**config.mk**
```make
export PLATFORM = sky130hd
export DESIGN_NAME = fetch_ctrl_flat
export DESIGN_NICKNAME = d
export VERILOG_FILES = /design/src/rtl/fetch_ctrl_if.sv /design/src/rtl/fetch_ctrl.sv /design/src/flat_wrapper.sv
export SDC_FILE = /design/constraint.sdc
export NUM_CORES = 1
export LEC_CHECK = 0
export ABC_AREA = 1
export BUFFER_PORTS_ARGS = -buffer_cell sky130_fd_sc_hd__clkbuf_2
export CORE_MARGIN = 2
export CORE_UTILIZATION = 49
export CTS_CLUSTER_DIAMETER = 150
export DETAILED_ROUTE_END_ITERATION = 16
export PLACE_DENSITY = 0.82
export SYNTH_ARGS = -nofsm -noshare
export SYNTH_HDL_FRONTEND = slang
export SYNTH_SLANG_ARGS = --single-unit
```
**constraint.sdc**
```tcl
create_clock -name clk -period 6.05 [get_ports clk]
set_input_delay 1.21 -clock clk [delete_from_list [all_inputs] [get_ports clk]]
set_output_delay 1.21 -clock clk [all_outputs]
set_load 0.01 [all_outputs]
```
**src/rtl/fetch_ctrl_if.sv**
```systemverilog
// Instruction-memory request/acknowledge bus between the fetch controller
// (master) and the variable-latency instruction memory (slave).
interface fetch_ctrl_if #(
  parameter int ADDR_W = 32
) ();
  logic              mem_req;
  logic [ADDR_W-1:0] mem_addr;
  logic              mem_ack;
  logic [31:0]       mem_rdata;

  modport master (
    output mem_req,
    output mem_addr,
    input  mem_ack,
    input  mem_rdata
  );

  modport slave (
    input  mem_req,
    input  mem_addr,
    output mem_ack,
    output mem_rdata
  );
endinterface

```
**src/rtl/fetch_ctrl.sv**
```systemverilog
// Instruction-fetch sequencing controller: drives PC mux select / PC write,
// runs the req/ack handshake with instruction memory, presents one fetched
// instruction at a time to decode, and handles taken-branch redirects
// (including a redirect that abandons an outstanding request).
module fetch_ctrl #(
  parameter int ADDR_W = 32,
  parameter int TO_W   = 4
) (
  input  logic              clk,
  input  logic              reset,
  input  logic [ADDR_W-1:0] pc_current,
  input  logic              branch_taken,
  input  logic              stall,
  fetch_ctrl_if.master      mem,
  output logic              pc_write,
  output logic              pc_source,
  output logic              flush,
  output logic              if_valid,
  output logic [31:0]       if_instr,
  output logic [ADDR_W-1:0] if_pc,
  output logic              fetch_timeout
);

  typedef enum logic [1:0] {IDLE, REQ, HOLD, DRAIN} state_t;

  localparam logic [TO_W-1:0] TO_MAX = '1;

  state_t            state_q, state_d;
  logic [ADDR_W-1:0] addr_q;
  logic [TO_W-1:0]   to_cnt;
  logic              branch;
  logic              waiting;
  logic              accept;

  // Redirect is masked while reset is held so every output reads 0 in reset.
  assign branch  = branch_taken & ~reset;
  assign waiting = (state_q == REQ) || (state_q == DRAIN);
  assign accept  = (state_q == REQ) && mem.mem_ack && !branch;

  // State register, asynchronously forced to IDLE.
  always_ff @(posedge clk or posedge reset) begin
    if (reset) state_q <= IDLE;
    else       state_q <= state_d;
  end

  // Next-state logic; a taken branch overrides stall and ack handling.
  always_comb begin
    state_d = state_q;
    unique case (state_q)
      IDLE:  state_d = REQ;
      REQ: begin
        if (branch)            state_d = mem.mem_ack ? REQ : DRAIN;
        else if (mem.mem_ack)  state_d = HOLD;
        else                   state_d = REQ;
      end
      HOLD: begin
        if (branch || !stall)  state_d = REQ;
        else                   state_d = HOLD;
      end
      DRAIN: begin
        if (mem.mem_ack)       state_d = REQ;
        else                   state_d = DRAIN;
      end
      default:               state_d = IDLE;
    endcase
  end

  // Combinational outputs: memory request and PC control.
  always_comb begin
    mem.mem_req  = 1'b0;
    mem.mem_addr = '0;
    pc_write     = 1'b0;
    pc_source    = 1'b0;
    flush        = 1'b0;
    case (state_q)
      REQ: begin
        mem.mem_req  = 1'b1;
        mem.mem_addr = pc_current;
        if (mem.mem_ack) pc_write = 1'b1;
      end
      DRAIN: begin
        mem.mem_req  = 1'b1;
        mem.mem_addr = addr_q;
      end
      default: ;
    endcase
    if (branch) begin
      pc_write  = 1'b1;
      pc_source = 1'b1;
      flush     = 1'b1;
    end
  end

  // Fetched-instruction register toward decode and abandoned-request address.
  always_ff @(posedge clk or posedge reset) begin
    if (reset) begin
      if_valid <= 1'b0;
      if_instr <= '0;
      if_pc    <= '0;
      addr_q   <= '0;
    end else begin
      if (state_q == REQ) addr_q <= pc_current;
      if (branch_taken) begin
        if_valid <= 1'b0;
      end else if (accept) begin
        if_valid <= 1'b1;
        if_instr <= mem.mem_rdata;
        if_pc    <= pc_current;
      end else if (state_q == HOLD && !stall) begin
        if_valid <= 1'b0;
      end
    end
  end

  // Wait-cycle counter; the error flag is set on the edge the count reaches max.
  always_ff @(posedge clk or posedge reset) begin
    if (reset) begin
      to_cnt        <= '0;
      fetch_timeout <= 1'b0;
    end else if (waiting && !mem.mem_ack) begin
      if (to_cnt != TO_MAX) to_cnt <= to_cnt + 1'b1;
      if (to_cnt >= TO_MAX - 1'b1) fetch_timeout <= 1'b1;
    end else begin
      to_cnt <= '0;
    end
  end

endmodule

```
**src/flat_wrapper.sv**
```systemverilog
// flat-port wrapper written by rule: the top's interface ports become plain ports
module fetch_ctrl_flat 
#(
  parameter int ADDR_W = 32,
  parameter int TO_W   = 4
)
  (clk, reset, pc_current, branch_taken, stall, pc_write, pc_source, flush, if_valid, if_instr, if_pc, fetch_timeout, mem_mem_req, mem_mem_addr, mem_mem_ack, mem_mem_rdata);
  fetch_ctrl_if #(.ADDR_W(ADDR_W)) mem_i ();
  input  logic clk;
  input  logic reset;
  input  logic [ADDR_W-1:0] pc_current;
  input  logic branch_taken;
  input  logic stall;
  output logic pc_write;
  output logic pc_source;
  output logic flush;
  output logic if_valid;
  output logic [31:0] if_instr;
  output logic [ADDR_W-1:0] if_pc;
  output logic fetch_timeout;
  output wire logic [$bits(mem_i.mem_req)-1:0] mem_mem_req;
  output wire logic [$bits(mem_i.mem_addr)-1:0] mem_mem_addr;
  input wire logic [$bits(mem_i.mem_ack)-1:0] mem_mem_ack;
  input wire logic [$bits(mem_i.mem_rdata)-1:0] mem_mem_rdata;
  assign mem_mem_req = mem_i.mem_req;
  assign mem_mem_addr = mem_i.mem_addr;
  assign mem_i.mem_ack = mem_mem_ack;
  assign mem_i.mem_rdata = mem_mem_rdata;
  fetch_ctrl #(.ADDR_W(ADDR_W), .TO_W(TO_W)) u_core (.clk(clk), .reset(reset), .pc_current(pc_current), .branch_taken(branch_taken), .stall(stall), .mem(mem_i), .pc_write(pc_write), .pc_source(pc_source), .flush(flush), .if_valid(if_valid), .if_instr(if_instr), .if_pc(if_pc), .fetch_timeout(fetch_timeout));
endmodule
```
==> reports/results.txt, run 1 <==
The max-slew violation count is 0, and the I/O pin count is 171. The floorplan die height works out to 101 um. The number of hold-slack violations in the final timing report was 0; the die extent in x was 101 um.

The class of the tightest hold or removal check is reg -> reg. For this design the static power due to leakage is 3.14 nW. The longest clock path from root to sink contains 2 buffers.

The number of cell instances on the worst register-to-register path is 7. Counting stages on the worst path, the most repeated cell is sky130_fd_sc_hd__clkbuf_2. For the worst-skew pair, the clock arrives at the later sink with an insertion delay of 350 ps. The final net count is 745.

Setup repair after global routing left no endpoint under its margin. For the global-route wire length before repair, the log shows 18600 um. The run finished with clean final reports. The total number of vias is 4248, and the fraction of final layout cells with drive strength greater than 1 is 29.1%.

The gate count after technology mapping is 527, and the antenna diode count is 0. Excluding fillers, the count of instances in the completed layout stands at 789. TritonCTS built the clock tree.

The wire-length estimate of the detail-placed layout is 7770 um. After routing, the total negative slack on setup checks comes to 0 ps. The critical path goes through clkbuf_2 -> inv_4 -> nand2_1 -> o21ai_0 -> clkbuf_2. The buffer count from post-CTS setup fixing was 0.

The die covers 10200 um2. The actual transition at the worst max-transition pin came out at 1150 ps. Max-cap violations in this run came to 0. Compared with the post-synthesis result, the final layout area differs by 20.0%.

Timing analysis after detailed placement gives a worst setup slack of 2340 ps. The critical path contains buffers and inverters numbering 3 combined. After detailed routing, the number of vias per cell comes to 5.38. IR analysis of the VDD net gives a maximum drop of 244 uV.

Dividing total power by cell area gives a power density of 498 nW/um2. In this run, post-CTS hold repair placed 0 buffers. The destination of the critical timing path is pc_write. The per-cell routed wire length was 14.4 um. Worst endpoint data arrival time: 2460 ps. Data on the critical path is required at its endpoint by 4840 ps. The area inside the core boundary is 9200 um2. STA classifies the critical path startpoint as an input port. Setup violations remaining at the end of the flow were counted as 0. Entering global routing, the biggest net connects 68 pins. The tools report the effective utilization at floorplan as 50.3%.

The slowest cell on the critical path is sky130_fd_sc_hd__inv_4. The number of global-route vias before repair was 4041; the worst hold margin was 480 ps. Setup slack closes at 2380 ps.

The congestion estimate from routability-driven global placement came to 0.827. After layout, the minimum clock period comes to 3670 ps. After routing the design area is 5550 um2. The total placed instance area was 5380 um2; the fraction of the cycle the final worst path needs was 60.7%. In this run, the number of DRC markers left after iteration 0 of detailed routing was 205. The net count of the mapped netlist was 599; the delay of the slowest cell on the worst path was 530 ps. The number of flip-flops and latches in the synthesized netlist works out to 104. The most critical setup path has its startpoint at reset. The critical path runs through a total of 5 cells.

Derived from the worst setup path, the maximum achievable clock frequency is 0.272 GHz. Worst-path maximum fanout: 62. Counting every sink on the clock net gives 104. In this run, post-CTS repair resized a total of 0 instances. The final layout contains routed wiring with a total length of 11400 um. The detail route stage leaves a number of antenna-violating nets equal to 0.

The synthesized netlist occupies a cell area of 4630 um2. The critical path is of the in -> out type. The logs give 5 for the detailed-routing iteration count for the pre-antenna-repair pass and 3 for the CTS H-tree depth. In this run the tool buffered the top-level ports with 170 buffer cells.

Of the synthesized area, sequential elements account for 56.2%. Global routing used 22.6% of the available tracks across all layers. The average instance area after synthesis works out to 8.78 um2. The tools report the terminus of the critical flop-to-flop path as u_core.if_instr[22]. The tools report the setup slack of the worst register-to-register path as 3270 ps.

For this run, design rule violations remaining after detail routing come to 0. The logs give 773 for the number of placed instances, taps included and 2.77 mW for the total power. The most common library cell in the layout ignoring fill and taps is sky130_fd_sc_hd__nand2_1.

The total clock buffers created by CTS is 9. In this run the critical register-to-register path is launched from u_core.state_q[0]. The count of warnings emitted by yosys was 0; the maximum clock skew at final layout was 15.0 ps. Yosys mapped the design onto 21 distinct sky130hd cell types. The kind of cell with the highest combined delay on the critical path is buffers and inverters.

The tools report the cell chosen for the clock root as sky130_fd_sc_hd__clkbuf_8. The logs give 0 for the initial antenna violation count and 820 for the count of filler cells inserted in the layout. The tools report the critical path endpoint category as an output port. After clock tree synthesis, the clock-pin slew on the worst setup and hold paths is 90 ps. In this run the core area contains 35 standard-cell rows.

The total overflow left after global routing is 0. The relative max-transition margin was 23.5%. For the utilization after layout, the log shows 60.4%.

In the layout the commonest cells are 186 x sky130_fd_sc_hd__nand2_1, 170 x sky130_fd_sc_hd__clkbuf_2, 104 x sky130_fd_sc_hd__dfrtp_1.
[worst min-delay path, stage by stage (launching register included)]
cell,delay [ps]
sky130_fd_sc_hd__dfrtp_1,350
sky130_fd_sc_hd__nand2_1,50
sky130_fd_sc_hd__nand2_1,50
[layer usage]
metal	track usage (%)	vias to the layer above	part of all wire, %
met1	30.1	2021	43
met3	5.73	20	8.0
li1	-	2015	-
met4	8.63	0	1.6
met5	0	-	0
met2	36.0	192	47
[state kept, by name, indices dropped and copies added (netlist names)]
name,flops
u_core.addr_q,32
u_core.if_instr,32
u_core.if_pc,32
u_core.to_cnt,4
u_core.state_q,2
u_core.fetch_timeout,1
u_core.if_valid,1
[area by class of cell]
| type | instances | area [um2] | area share (%) |
|---|---|---|---|
| clock buffers | 9 | 124 | 2.23 |
| clock inverters | 7 | 53.8 | 0.969 |
| inverters | 46 | 175 | 3.15 |
| multi-input cells | 337 | 1570 | 28.3 |
| flip-flops and latches | 104 | 2600 | 46.9 |
| well taps | 111 | 139 | 2.50 |
| repair buffers | 175 | 888 | 16.0 |
[worst min-delay path by stage]
stage | start | to | slack, ps | cells after the start
2_1_floorplan | u_core.addr_q[22] | u_core.addr_q[22] | 450 | 2
3_3_place_gp | u_core.if_instr[17] | u_core.if_instr[17] | 450 | 2
3_5_place_dp | u_core.if_instr[1] | u_core.if_instr[1] | 460 | 2
4_1_cts | u_core.if_instr[1] | u_core.if_instr[1] | 480 | 2
5_1_grt | u_core.fetch_timeout | u_core.fetch_timeout | 500 | 2
6_report | u_core.if_instr[29] | u_core.if_instr[29] | 480 | 2
[report_power, final]
group	internal, mW	switching (mW)
registers	1.01	0.169
logic	0.421	0.773
clock network	0.153	0.242
[kinds of logic (layout without fill, tap and decap cells)]
logic type / after synthesis / after routing / synth area share [%]
AND/OR/NAND/NOR: 265 / 265 / 25.6
flip-flops: 104 / 104 / 56.2
buffers and inverters: 86 / 237 / 9.79
AO/OA/AOI/OAI: 68 / 68 / 7.36
adder cells (fa/ha/maj): 3 / 3 / 0.811
XOR/XNOR: 1 / 1 / 0.189
[synth_stat cells (all sizes together)]
library cell	count	share of area [%]
inv	45	3.7
nor2	3	0.41
ha	3	0.81
clkinv	1	0.081
nand2	186	15
xnor2	1	0.19
or2	1	0.14
dfrtp	104	56
buf	25	4.8
o21ai	68	7.4
and2	1	0.14
nand4	64	8.7
clkbuf	15	1.2
nand3	9	1.1
nor3	1	0.11
Power figures use the tool's default switching activity.
==> run 2, diff against run 1 <==
==> constraint.sdc (replaced) <==
create_clock -name clk -period 3.6 [get_ports clk]
set_input_delay 0.72 -clock clk [delete_from_list [all_inputs] [get_ports clk]]
set_output_delay 0.72 -clock clk [all_outputs]
set_load 0.01 [all_outputs]
==> run 2 against run 1 <==
First-iteration DRC count is 0.49% higher. Setup slack lost 1700 ps. Via count fell by 1.9%. Clock power increased by 110%. Combinational power rose by 70%. Count of clock-buffer cells in the layout is 1 higher. Non-clock buffer count increased by 3. Flip-flop and latch count did not move. Cell area increased by 1.6%. Critical path type is now reg -> out.
==> reports/results.txt, run 2 (synthesis results as in run 1) <==
Maximum clock skew at final layout: 10.9 ps. The die extent in x was 101 um. The wire length reported by the detailed router is 11300 um, and the effective utilization at floorplan is 50.3%. The worst hold path belongs to the class reg -> reg. Entering global routing, the biggest net connects 112 pins. The largest registers in the layout are u_core.addr_q (32), u_core.if_instr (32), u_core.if_pc (32).

The clock transition at the register clock pins on the worst setup and hold paths after CTS was 100 ps; the antenna diode count was 0. The floorplan die height is 101 um. The tools report the number of buffers between clock root and the deepest sink as 2. The layout-stage area growth over the synthesis result is 21.9%. Data on the critical path is required at its endpoint by 2880 ps.

The worst path in the final design needs a cycle of 2960 ps, including I/O delays and setup. At the pin with the least slew margin, the transition time is 713 ps. The core region is 9200 um2. Summing over every cut layer, the via total after detailed routing is 4168. Setup repair after global routing left no endpoint under its margin.

The first global-routing pass estimated 18300 um of wire. Counting every sink on the clock net gives 104. Area of the multi-input gates: 1570 um2.

TritonCTS built the clock tree. STA classifies the critical path startpoint as a flip-flop. Across the run, the number of max-cap violations was 0. Fill cells in the final layout number 805.

The tree is rooted in a sky130_fd_sc_hd__clkbuf_8. Setup violations remaining at the end of the flow were counted as 0. The net count of the finished layout is 748.

For this design the static power due to leakage is 3.18 nW. Port buffering added 170 buffers. The run gives 0 as the post-detailed-route DRC marker count. The number of hold-slack violations in the final timing report was 0.

Leaving out fill and tap cells, the most frequent cell in the layout is sky130_fd_sc_hd__nand2_1. The run gives 0 ps as the total negative setup slack. The site row count was 35.

In the final layout, the share of cells above drive strength 1 is 29.4%. Relative max-transition margin: 52.4%. VDD sags by at most 444 uV. The number of global-route vias before repair was 3959. The top cell types in the final layout, fill and taps aside, are 186 x sky130_fd_sc_hd__nand2_1, 170 x sky130_fd_sc_hd__clkbuf_2, 104 x sky130_fd_sc_hd__dfrtp_1. Power spread over the standard cell area amounts to 853 nW/um2. The worst-path maximum fanout works out to 24. The fraction of the cycle the final worst path needs is 82.2%, and the buffer count from post-CTS setup fixing is 0.

Buffers inserted to repair hold after CTS numbered 0. Leftover overflow at the end of global routing: 0. By startpoint and endpoint, the worst setup path is classified as reg -> out. The die covers 10200 um2. The total power is 4.81 mW, and the utilization after layout is 61.3%.

The run finished with clean final reports. Dividing the detail-routed wire length by the instance count gives 14.3 um. In this run, post-CTS repair resized a total of 0 instances.

The critical path endpoint category is an output port. The detailed-routing iteration count for the pre-antenna-repair pass came out at 5. The average via count per standard cell was 5.26. After legalization and detailed placement, the total HPWL measured 7820 um. The tools report the number of DRC markers in iteration 0 as 206. The run gives 9 as the total clock buffers created by CTS. Across every metal layer, demand over resource in global routing totals 22.5%.

At the later pin of the worst-skew pair, clock insertion delay measures 360 ps. The I/O pin count was 171; the timing-limited maximum frequency was 0.338 GHz. The initial antenna violation count is 0, and the area occupied by registers is 2600 um2. The detail route stage leaves a number of antenna-violating nets equal to 0. The logs give 0 for the max-slew violation count and 0.800 for the final estimated routing congestion in global placement. The CTS H-tree depth is 3, and the worst endpoint data arrival time is 2240 ps.
-- run 2: metrics by stage --
| stage | hold WS [ps] | area [um2] | std cells | setup slack, ps |
|---|---|---|---|---|
| 2_1_floorplan | 453 | 4630 | 527 | 27.9 |
| 3_3_place_gp | 451 | 5410 | 776 | 1050 |
| 3_5_place_dp | 450 | 5410 | 776 | 1010 |
| 4_1_cts | 476 | 5640 | 792 | 594 |
| 5_1_grt | 497 | 5640 | 792 | 416 |
| 6_report | 473 | 5640 | 792 | 641 |
-- run 2: per-layer routing --
metal	vias to the layer above	global-route usage, %	wire [um]
met3	12	6.76	943
met2	150	36.4	5350
met5	-	0	0
met4	0	7.80	157
li1	2021	-	-
met1	1985	28.9	4850
-- run 2: layout make-up --
class | count | area share (%)
Multi-Input combinational cell | 337 | 27.9
Sequential cell | 104 | 46.1
Clock buffer | 10 | 2.44
Clock inverter | 6 | 1.60
Inverter | 46 | 3.13
Timing Repair Buffer | 178 | 16.4
Tap cell | 111 | 2.46
-- run 2: worst max-delay path: stages, from the launching register on --
cell,delay (ps)
sky130_fd_sc_hd__dfrtp_1,450
sky130_fd_sc_hd__nand2_1,530
sky130_fd_sc_hd__clkinv_1,480
sky130_fd_sc_hd__nand2_1,170
sky130_fd_sc_hd__o21ai_0,90
sky130_fd_sc_hd__clkbuf_2,160
-- run 2: worst paths after layout --
check	from	end	slack, ps	cells after the start
setup reg to reg	u_core.state_q[0]	u_core.if_instr[20]	1730	6
hold / removal	u_core.fetch_timeout	u_core.fetch_timeout	470	2
max in group asynchronous	reset	u_core.addr_q[4]	1930	4
hold reg to reg	u_core.fetch_timeout	u_core.fetch_timeout	470	2
min in group asynchronous	reset	u_core.if_valid	530	3
setup / recovery	u_core.state_q[0]	mem_mem_addr[30]	640	5
-- run 2: where the power goes --
part / leakage [nW] / total, mW / internal [mW] / switching (mW)
Combinational: 1.79 / 2.02 / 0.719 / 1.30
Sequential: 1.28 / 1.97 / 1.70 / 0.275
Clock: 0.113 / 0.819 / 0.415 / 0.404
Total: 3.18 / 4.81 / 2.83 / 1.98
==> run 3, diff against run 2 <==
--- a/config.mk
+++ b/config.mk
@@ -8,10 +8,10 @@
 export ABC_AREA = 1
 export BUFFER_PORTS_ARGS = -buffer_cell sky130_fd_sc_hd__clkbuf_2
 export CORE_MARGIN = 2
-export CORE_UTILIZATION = 49
+export CORE_UTILIZATION = 45
 export CTS_CLUSTER_DIAMETER = 150
 export DETAILED_ROUTE_END_ITERATION = 16
-export PLACE_DENSITY = 0.82
+export PLACE_DENSITY = 0.8
 export SYNTH_ARGS = -nofsm -noshare
 export SYNTH_HDL_FRONTEND = slang
 export SYNTH_SLANG_ARGS = --single-unit
==> constraint.sdc (replaced) <==
create_clock -name clk -period 2.7 [get_ports clk]
set_input_delay 0.54 -clock clk [delete_from_list [all_inputs] [get_ports clk]]
set_output_delay 0.54 -clock clk [all_outputs]
set_load 0.01 [all_outputs]
==> run 3 against run 2 <==
Count of clock-buffer cells in the layout unchanged. Power up 29%. Final cell count up 3.4%. Global-route usage down 1.4 points. Critical path depth down 1. Sequential share of layout area about the same. Utilization down 5.7 points. Via count about the same. Clock power up 6.8%. Non-clock buffer count up 3. Worst hold slack worse by 400 ps. Critical path type unchanged. Largest cell class unchanged. Highest routed layer unchanged.
==> reports/results.txt, run 3 (synthesis results as in run 1) <==
Between clock sinks in the finished design, the worst skew comes to 12.6 ps. Using the TritonRoute via totals, the vias-per-cell ratio works out to 5.09. At the worst endpoint, the arrival time is 1920 ps. The utilization after layout came out at 55.6%. Max-cap violations in this run came to 0. The tree is rooted in a sky130_fd_sc_hd__clkbuf_8. The worst path in the final design needs a cycle of 2460 ps, including I/O delays and setup.

Timing would allow up to 0.407 GHz. Summed over all layers, the routed wires come to 11300 um. The site row count came out at 37. The initial antenna violation count was 0. The analysis attributes to cell leakage a power of 3.17 nW. From synthesis to final layout, the design area changed by 21.8%. The estimated wirelength of the detail-placed design came out at 7890 um. The largest net degree at the start of global routing came out at 66. The number of placed instances, taps included is 804, and the final instance area is 5640 um2. Routability-driven placement finished with a final weighted congestion of 0.795. Per-cell routed wire length: 13.8 um. The critical path endpoint category is an output port.

Measured in cells, the most critical reg-to-reg path has a length of 6. For this configuration, the core starts out at a cell density of 45.6%. The total power is 6.21 mW.

Number of global-route vias before repair: 3985. The critical path class was reg -> out. The floorplan step defined a die boundary enclosing 11100 um2.

The final net count was 751. TritonCTS built the clock tree. The first TritonRoute pass finished after 5 iterations. The tools report the critical path required time as 2160 ps. In the layout the commonest cells are 186 x sky130_fd_sc_hd__nand2_1, 170 x sky130_fd_sc_hd__clkbuf_2, 104 x sky130_fd_sc_hd__dfrtp_1. Worst-path maximum fanout: 29. The largest vdd supply drop came out at 542 uV. The flow ran to the end, and the final reports show no timing, DRC or antenna violations. Cells with a size suffix above 1 make up 29.7% of the layout.

The final antenna-violating net count was 0. During I/O placement, the number of pins put on the boundary was 171. The detailed router finished its first iteration with 300 violations. The quantity of I/O buffers inserted on ports is 170. The total overflow left after global routing is 0. The buffer count from post-CTS setup fixing was 0; the clock insertion delay at the later pin of the skew report was 360 ps. Headroom to the max-slew limit came out at 53.5%. In this run, post-CTS repair resized a total of 0 instances.

The CTS H-tree depth was 3. The sort of element at the start of the critical path is a flip-flop. The area inside the core boundary came out at 10100 um2. Setup repair after global routing left no endpoint under its margin. The most common library cell in the layout ignoring fill and taps is sky130_fd_sc_hd__nand2_1. In this run the deepest clock path goes through 2 buffers. The number of antenna diodes in the final layout is 0. Clock-pin slew was measured on the worst setup and hold paths at 100 ps. The power per standard cell area is 1100 nW/um2.

The fraction of the cycle the final worst path needs was 90.9%; the overall track demand over capacity in global routing was 21.0%. Once placement finished, the instance area stood at 5470 um2. Setup violations remaining at the end of the flow were counted as 0. The finished layout holds 819 standard cells, fillers aside.

For the max-slew violation count, the log shows 0. For the final routed database, the setup TNS stands at 0 ps. The actual transition at the worst max-transition pin was 695 ps. Floorplan die height: 105 um.

In this run, CTS created clock tree buffers numbering 9. For this design, the CTS-stage hold fixing added 0 buffers. For this design, the sink count on the clock tree is 104. The die is 105 um wide. The first global-routing pass estimated 18800 um of wire. The run gives 0 as the post-detailed-route DRC marker count. The min-delay analysis places its worst path in the category in -> async. In the final layout, the registers with the most flip-flops are u_core.addr_q (32), u_core.if_instr (32), u_core.if_pc (32). The final route contains 4172 vias. The number of hold-slack violations in the final timing report was 0.
-- run 3: changes by cell type in the layout (fill, tap and decap cells not counted), sizes merged --
cell	previous run	this run
inv	46	44
bufinv	2	0
clkinv	2	4
clkinvlp	2	3
buf	8	11
-- run 3: area by class of cell --
| cell class | instances | area (um2) |
|---|---|---|
| multi-input combinational | 337 | 1570 |
| clock buffer | 10 | 138 |
| inverter | 46 | 176 |
| timing repair buffer | 181 | 946 |
| clock inverter | 5 | 33.8 |
| tap | 136 | 170 |
| sequential | 104 | 2600 |
| fill | 906 | 4500 |
-- run 3: layer usage --
| metal | vias up | share of wire, % | GRT usage, % |
|---|---|---|---|
| met5 | - | 0 | 0 |
| met4 | 0 | 1.8 | 8.76 |
| met3 | 17 | 6.8 | 3.15 |
| met2 | 173 | 48 | 34.9 |
| met1 | 1963 | 44 | 27.6 |
| li1 | 2019 | - | - |
-- run 3: final timing paths --
path                                      start                    to  slack (ps)
min                                       reset      u_core.to_cnt[2]          70
max in group asynchronous                 reset      u_core.addr_q[5]        1790
min in group clk              mem_mem_rdata[24]   u_core.if_instr[24]         410
min reg2reg                u_core.fetch_timeout  u_core.fetch_timeout         470
max                           u_core.state_q[1]      mem_mem_addr[29]         240
max reg2reg                   u_core.state_q[0]     u_core.state_q[0]        1000
-- run 3: power by group --
group          leakage [nW]  switching (mW)  internal [mW]
sequential             1.28           0.360           2.27
combinational          1.80            1.73          0.974
clock                0.0841           0.521          0.354
total                  3.17            2.61           3.59
-- run 3: per-stage QoR --
step	setup WS, ps	hold slack [ps]
2_1_floorplan	-507	453
6_report	245	69.0
5_1_grt	106	51.6
3_3_place_gp	700	440
4_1_cts	235	42.4
3_5_place_dp	655	445
-- run 3: worst max-delay path: stages, from the launching register on --
cell                       delay (ps)
sky130_fd_sc_hd__dfrtp_1          430
sky130_fd_sc_hd__inv_1            110
sky130_fd_sc_hd__nand2_1          410
sky130_fd_sc_hd__o21ai_0          400
sky130_fd_sc_hd__clkbuf_2         200
